## config.mk

```make
export PLATFORM = sky130hd
export DESIGN_NAME = mips_multi_ctrl
export DESIGN_NICKNAME = d
export VERILOG_FILES = /design/src/rtl/mips_multi_pkg.sv /design/src/rtl/mips_multi_ctrl_aludec.sv /design/src/rtl/mips_multi_ctrl.sv
export SDC_FILE = /design/constraint.sdc
export NUM_CORES = 1
export LEC_CHECK = 0
export ABC_AREA = 0
export ABC_CLOCK_PERIOD_IN_PS = 2900
export CORE_AREA = 2 2 44 46
export DETAILED_ROUTE_END_ITERATION = 8
export DIE_AREA = 0 0 46 48
export HOLD_SLACK_MARGIN = 0.08
export PLACE_DENSITY = 0.81
export SETUP_SLACK_MARGIN = 0.3
export SYNTH_ARGS = -nofsm -noshare
export SYNTH_HDL_FRONTEND = slang
export SYNTH_HIERARCHICAL = 1
export SYNTH_SLANG_ARGS = --single-unit
```

## constraint.sdc

```tcl
create_clock -name clk -period 2.9 [get_ports clk]
set_input_delay 0.87 -clock clk [delete_from_list [all_inputs] [get_ports clk]]
set_output_delay 0.87 -clock clk [all_outputs]
set_load 0.02 [all_outputs]
```

## src/rtl/mips_multi_pkg.sv

```systemverilog
// Shared encodings for the multicycle MIPS controller.
// State enum, opcode/funct constants, ALU codes and mux selects.
package mips_multi_pkg;

    typedef enum logic [3:0] {
        FETCH   = 4'd0,
        DECODE  = 4'd1,
        MEMADR  = 4'd2,
        MEMRD   = 4'd3,
        MEMWB   = 4'd4,
        MEMWR   = 4'd5,
        RTYPEEX = 4'd6,
        RTYPEWB = 4'd7,
        BEQEX   = 4'd8,
`ifdef MIPS_MULTI_ADDI_EN
        ADDIEX  = 4'd9,
        ADDIWB  = 4'd10,
`endif
        JEX     = 4'd11
    } state_t;

    localparam logic [5:0] OP_RTYPE = 6'b000000;
    localparam logic [5:0] OP_LW    = 6'b100011;
    localparam logic [5:0] OP_SW    = 6'b101011;
    localparam logic [5:0] OP_BEQ   = 6'b000100;
    localparam logic [5:0] OP_ADDI  = 6'b001000;
    localparam logic [5:0] OP_J     = 6'b000010;

    localparam logic [5:0] FN_ADD = 6'b100000;
    localparam logic [5:0] FN_SUB = 6'b100010;
    localparam logic [5:0] FN_AND = 6'b100100;
    localparam logic [5:0] FN_OR  = 6'b100101;
    localparam logic [5:0] FN_SLT = 6'b101010;

    localparam logic [2:0] ALU_AND = 3'b000;
    localparam logic [2:0] ALU_OR  = 3'b001;
    localparam logic [2:0] ALU_ADD = 3'b010;
    localparam logic [2:0] ALU_SUB = 3'b110;
    localparam logic [2:0] ALU_SLT = 3'b111;

    // aluop: NONE leaves alu_control at zero in states that ignore the ALU
    localparam logic [1:0] ALUOP_NONE = 2'b00;
    localparam logic [1:0] ALUOP_ADD  = 2'b01;
    localparam logic [1:0] ALUOP_SUB  = 2'b10;
    localparam logic [1:0] ALUOP_FN   = 2'b11;

    localparam logic [1:0] SRCB_B     = 2'b00;
    localparam logic [1:0] SRCB_FOUR  = 2'b01;
    localparam logic [1:0] SRCB_IMM   = 2'b10;
    localparam logic [1:0] SRCB_IMMSH = 2'b11;

    localparam logic [1:0] PCSRC_ALU    = 2'b00;
    localparam logic [1:0] PCSRC_ALUOUT = 2'b01;
    localparam logic [1:0] PCSRC_JUMP   = 2'b10;

endpackage

```

## src/rtl/mips_multi_ctrl_aludec.sv

```systemverilog
// ALU decoder: maps aluop and funct to the ALU operation code.
// Default build and MIPS_MULTI_ADDI_EN build share this file unchanged.
module mips_aludec
    import mips_multi_pkg::*;
(
    input  logic [5:0] funct,
    input  logic [1:0] aluop,
    output logic [2:0] alu_control
);

    // Select fixed op or decode funct for R-type execute
    always_comb begin
        alu_control = ALU_AND;
        case (aluop)
            ALUOP_ADD: alu_control = ALU_ADD;
            ALUOP_SUB: alu_control = ALU_SUB;
            ALUOP_FN: begin
                case (funct)
                    FN_ADD:  alu_control = ALU_ADD;
                    FN_SUB:  alu_control = ALU_SUB;
                    FN_AND:  alu_control = ALU_AND;
                    FN_OR:   alu_control = ALU_OR;
                    FN_SLT:  alu_control = ALU_SLT;
                    default: alu_control = ALU_ADD;
                endcase
            end
            default: alu_control = ALU_AND;
        endcase
    end

endmodule

```

## src/rtl/mips_multi_ctrl.sv

```systemverilog
// Moore FSM controller for the multicycle MIPS datapath.
// Define MIPS_MULTI_ADDI_EN to add the ADDIEX/ADDIWB states for addi.
module mips_multi_ctrl
    import mips_multi_pkg::*;
(
    input  logic        clk,
    input  logic        reset,
    input  logic [31:0] instr,
    input  logic        zero,
    output logic        pc_en,
    output logic        i_or_d,
    output logic        mem_write,
    output logic        ir_write,
    output logic        reg_dst,
    output logic        mem_to_reg,
    output logic        reg_write,
    output logic        alusrc_A,
    output logic [1:0]  alusrc_B,
    output logic [2:0]  alu_control,
    output logic [1:0]  pc_src,
    output logic [3:0]  state
);

    state_t     state_q;
    state_t     state_d;
    logic [5:0] op;
    logic [5:0] funct;
    logic [1:0] aluop;
    logic       pc_write;
    logic       branch;
    logic       unused_instr;

    assign op           = instr[31:26];
    assign funct        = instr[5:0];
    assign unused_instr = ^instr[25:6];
    assign state        = state_q;
    assign pc_en        = pc_write | (branch & zero);

    // State register with synchronous reset to FETCH
    always_ff @(posedge clk) begin
        if (reset) state_q <= FETCH;
        else       state_q <= state_d;
    end

    // Next-state selection from current state and opcode
    always_comb begin
        state_d = FETCH;
        case (state_q)
            FETCH: state_d = DECODE;
            DECODE: begin
                case (op)
                    OP_LW, OP_SW: state_d = MEMADR;
                    OP_RTYPE:     state_d = RTYPEEX;
                    OP_BEQ:       state_d = BEQEX;
`ifdef MIPS_MULTI_ADDI_EN
                    OP_ADDI:      state_d = ADDIEX;
`endif
                    OP_J:         state_d = JEX;
                    default:      state_d = FETCH;
                endcase
            end
            MEMADR:  state_d = (op == OP_LW) ? MEMRD : MEMWR;
            MEMRD:   state_d = MEMWB;
            RTYPEEX: state_d = RTYPEWB;
`ifdef MIPS_MULTI_ADDI_EN
            ADDIEX:  state_d = ADDIWB;
`endif
            default: state_d = FETCH;
        endcase
    end

    // Moore outputs; anything not named for a state stays zero
    always_comb begin
        i_or_d     = 1'b0;
        mem_write  = 1'b0;
        ir_write   = 1'b0;
        reg_dst    = 1'b0;
        mem_to_reg = 1'b0;
        reg_write  = 1'b0;
        alusrc_A   = 1'b0;
        alusrc_B   = SRCB_B;
        aluop      = ALUOP_NONE;
        pc_src     = PCSRC_ALU;
        pc_write   = 1'b0;
        branch     = 1'b0;
        case (state_q)
            FETCH: begin
                ir_write = 1'b1;
                pc_write = 1'b1;
                alusrc_B = SRCB_FOUR;
                aluop    = ALUOP_ADD;
            end
            DECODE: begin
                alusrc_B = SRCB_IMMSH;
                aluop    = ALUOP_ADD;
            end
`ifdef MIPS_MULTI_ADDI_EN
            MEMADR, ADDIEX: begin
`else
            MEMADR: begin
`endif
                alusrc_A = 1'b1;
                alusrc_B = SRCB_IMM;
                aluop    = ALUOP_ADD;
            end
            MEMRD: i_or_d = 1'b1;
            MEMWR: begin
                i_or_d    = 1'b1;
                mem_write = 1'b1;
            end
            MEMWB: begin
                reg_write  = 1'b1;
                mem_to_reg = 1'b1;
            end
            RTYPEEX: begin
                alusrc_A = 1'b1;
                aluop    = ALUOP_FN;
            end
            RTYPEWB: begin
                reg_write = 1'b1;
                reg_dst   = 1'b1;
            end
            BEQEX: begin
                alusrc_A = 1'b1;
                aluop    = ALUOP_SUB;
                branch   = 1'b1;
                pc_src   = PCSRC_ALUOUT;
            end
`ifdef MIPS_MULTI_ADDI_EN
            ADDIWB: reg_write = 1'b1;
`endif
            JEX: begin
                pc_write = 1'b1;
                pc_src   = PCSRC_JUMP;
            end
            default: ;
        endcase
    end

    mips_aludec u_aludec (
        .funct       (funct),
        .aluop       (aluop),
        .alu_control (alu_control)
    );

endmodule

```

==> impl_metrics.yaml <==
drt:
  detailedRoute.firstPassIterationCount: 4
  routed_antenna_nets: 0
  wirelength_per_cell_um: 12.6
  avgViaCountPerCell: 5.32
  first_iter_violations: 11
  finalWirelength_mm: 1.55
  via_count: 654
  drc: 0
logic_synthesis:
  synth.largest_area_cell: "sky130_fd_sc_hd__dfxtp_1"
  yosys.cell_types.count: 34
  synth.cell_area_um2: 483
  yosysWarnings: 6
  synth_sequential_area_ratio_pct: 16.6
  nets_in_the_synthesized_netlist: 96
  leading_post_synthesis_cells_by_cell_area: "sky130_fd_sc_hd__dfxtp_1 (17%), sky130_fd_sc_hd__nor3b_1 (7.8%), sky130_fd_sc_hd__nand4bb_1 (7.0%)"
  post_synth_inst_count: 61
  syn_area_per_cell_um2: 7.92
  ys_seq_elements: 4
  post-synth-top-area-fraction_pct: 16.6
final_layout:
  share_of_layout_cells_above_drive_strength_1_pct: 26.4
  layout.cells.most_common_list: "sky130_fd_sc_hd__clkdlybuf4s50_1 (15), sky130_fd_sc_hd__buf_4 (15), sky130_fd_sc_hd__dlygate4sd2_1 (14)"
  fin_cells: 123
  antenna-diode-count: 0
  final_nets: 143
  largest_reg_flops: 4
  area.growth.synth_to_final_pct: 92.0
sta:
  final.min_clock_period_ps: 2670
  timing.final.hold_violations: 0
  setup_ws_ps: 234
  relative_max_transition_margin_pct: 72.6
  period_share_pct: 91.9
  hold-worst-slack_ps: 655
  fin_worst_skew_ps: 6.10
  actual_slew_at_the_worst_max_slew_pin_ps: 410
  max_freq_mhz: 375
  fin_tns_setup_ps: 0
  rsz0062_at_grt: "true"
  slew_violations: 0
  setup_viol_count_final: 0
worst_setup_path:
  end_kind: "output pin"
  critical_path.cell_chain: "or4b_4 > nand2_4 > nand4b_1 > o32a_1 > buf_6"
  timing.critical_path.fanout_max: 4
  worst_r2r_path_depth: 5
  r2r-end: "state[1]"
  worstSetupPathType: "register to output pin"
  flop_to_flop_setup_slack_ps: 1630
  critPathArrivalTime_ps: 1800
  r2r_start: "state[2]"
  critical_path_launch_point_type: "register"
  cpMaxStageDelayCell: "sky130_fd_sc_hd__or4b_4"
  worstPathBufferInverterCount: 1
  critPathTopFamily: "simple AND/OR/NAND/NOR gates"
  max_stage_delay_ps: 560
  cp.required_ps: 2030
placement:
  dp_cells: 120
  port_buffer_count: 33
  dp_worst_setup_slack_ps: -385
  post-dp-hpwl_mm: 1.28
  globalplace.congestion: 0.830
floorplan:
  die_w_um: 46
  die_y_um: 48
  num_io_pins: 54
  design.core.area_um2: 1690
  die_area_um2: 2210
  start_util_pct: 28.6
  std_cell_rows: 15
global_route:
  grt_pass1_wl_mm: 2.26
  maximum_number_of_pins_on_one_net_before_global_route_repair: 11
  grt_antenna_before_repair: 0
  first_global_vias: 623
  grtUsageTotal_pct: 14.1
  globalRoute.totalOverflow: 0
min_path:
  holdPathEnd: "state[0]"
  holdCritPathClass: "register to register"
  hold_path.startpoint: "state[0]"
  worstHoldPathCells: 2
clocking:
  buffer_depth_of_the_longest_clock_path: 2
  tritoncts: "done"
  tritoncts_num_sinks: 4
  clock_tree.htree_level_count: 1
  clock_insertion_delay_worst_skew_ps: 230
  cts_hold_buffers: 0
  post-cts-setup-buffers: 0
  clk_pin_slew_ps: 40
  clock-root-buffer: "sky130_fd_sc_hd__clkbuf_4"
  cts_inserted_buffers: 3
power:
  p_total_uw: 193
  power.share.clock_pct: 35.5
  pwr-share-comb_pct: 34.3
  power.internal_uw: 139
  pwr-share-seq_pct: 30.2
  worst_ir_drop_vdd_v: 0.000217
  power.leakage_nw: 0.400
  power_density_nw_per_um2: 208
  net-switching-power_uw: 54.2
  netSwitchingFraction_pct: 28.1
status:
  outcome: "finished, final reports clean"
run:
  drv.max_cap_violation_count: 0
worst reg2reg max path, delay by kind of cell (launching register included):
family	cells	cell delay [ps]
flip-flops	1	320
AND/OR/NAND/NOR	1	230
buffers and inverters	2	290
AO/OA/AOI/OAI	2	360
area by class of cell:
type,count,area (µm²)
inverters,3,11.3
well taps,17,21.3
clock buffers,3,22.5
repair buffers,46,402
flip-flops and latches,4,81.3
multi-input cells,50,389
fillers,177,762
metrics by stage:
| stage | util [%] | cell area (µm²) |
|---|---|---|
| final | 54.9 | 927 |
| after global routing | 54.9 | 927 |
| after detailed placement | 54.1 | 915 |
| after floorplan | - | 490 |
| after CTS | 54.3 | 917 |
| after global placement | 54.1 | 915 |
Yosys cell counts:
cell,instances
sky130_fd_sc_hd__nor3b_1,5
sky130_fd_sc_hd__dfxtp_1,4
sky130_fd_sc_hd__nor2_1,4
sky130_fd_sc_hd__inv_1,3
sky130_fd_sc_hd__nand2b_1,3
sky130_fd_sc_hd__nand4bb_1,3
sky130_fd_sc_hd__a211o_1,2
sky130_fd_sc_hd__a21oi_1,2
sky130_fd_sc_hd__a31oi_1,2
sky130_fd_sc_hd__buf_2,2
sky130_fd_sc_hd__buf_4,2
sky130_fd_sc_hd__nand2_1,2
sky130_fd_sc_hd__nand4_1,2
sky130_fd_sc_hd__nor3_1,2
sky130_fd_sc_hd__nor4_1,2
sky130_fd_sc_hd__xnor2_1,2
sky130_fd_sc_hd__xor2_1,2
sky130_fd_sc_hd__a2111o_1,1
sky130_fd_sc_hd__and2_1,1
sky130_fd_sc_hd__and3_1,1
sky130_fd_sc_hd__and3b_1,1
sky130_fd_sc_hd__and4_2,1
sky130_fd_sc_hd__nand3_1,1
sky130_fd_sc_hd__nand3b_1,1
sky130_fd_sc_hd__nand4b_1,1
sky130_fd_sc_hd__nor2b_1,1
sky130_fd_sc_hd__nor3_4,1
sky130_fd_sc_hd__nor4b_1,1
sky130_fd_sc_hd__o2111ai_1,1
sky130_fd_sc_hd__o21ai_0,1
sky130_fd_sc_hd__o32a_1,1
sky130_fd_sc_hd__o32ai_1,1
sky130_fd_sc_hd__or2_2,1
sky130_fd_sc_hd__or4b_1,1
power groups by stage:
stage,logic [mW],clock network (mW),registers [mW]
after floorplan,0.0278,0,0.0606
after global placement,0.0709,0,0.0588
after detailed placement,0.0725,0,0.0589
after CTS,0.0664,0.0724,0.0582
after global routing,0.0705,0.0761,0.0585
final,0.0661,0.0685,0.0582
repair_timing:
action | in CTS | in global routing
endpoints found under the setup margin | 12 | 4
gates resized for setup | 36 | 3
pin swaps | 3 | 0
how the worst max path moves through the flow:
stage | start | cells past startpoint | slack, ps | to
2_1_floorplan | state[1] | 6 | 330 | alu_control[1]
3_3_place_gp | instr[4] | 4 | -370 | alu_control[1]
3_5_place_dp | instr[4] | 4 | -390 | alu_control[1]
4_1_cts | state[2] | 5 | 210 | alu_control[1]
5_1_grt | state[2] | 5 | 160 | alu_control[1]
6_report | state[2] | 5 | 230 | alu_control[1]
kinds of logic after synthesis:
kind of cell | Yosys count | share of synthesized area [%]
buf+inv | 7 | 7.51
xor+xnor | 4 | 7.26
flops | 4 | 16.6
compound gates | 11 | 17.4
simple gates | 35 | 51.3
per-layer routing:
layer	GRT usage [%]	wire (µm)
met5	0	0
met4	1.71	0
met3	6.04	112
met2	31.1	867
met1	11.4	567
Note: power is estimated with default switching activity, not from simulation.
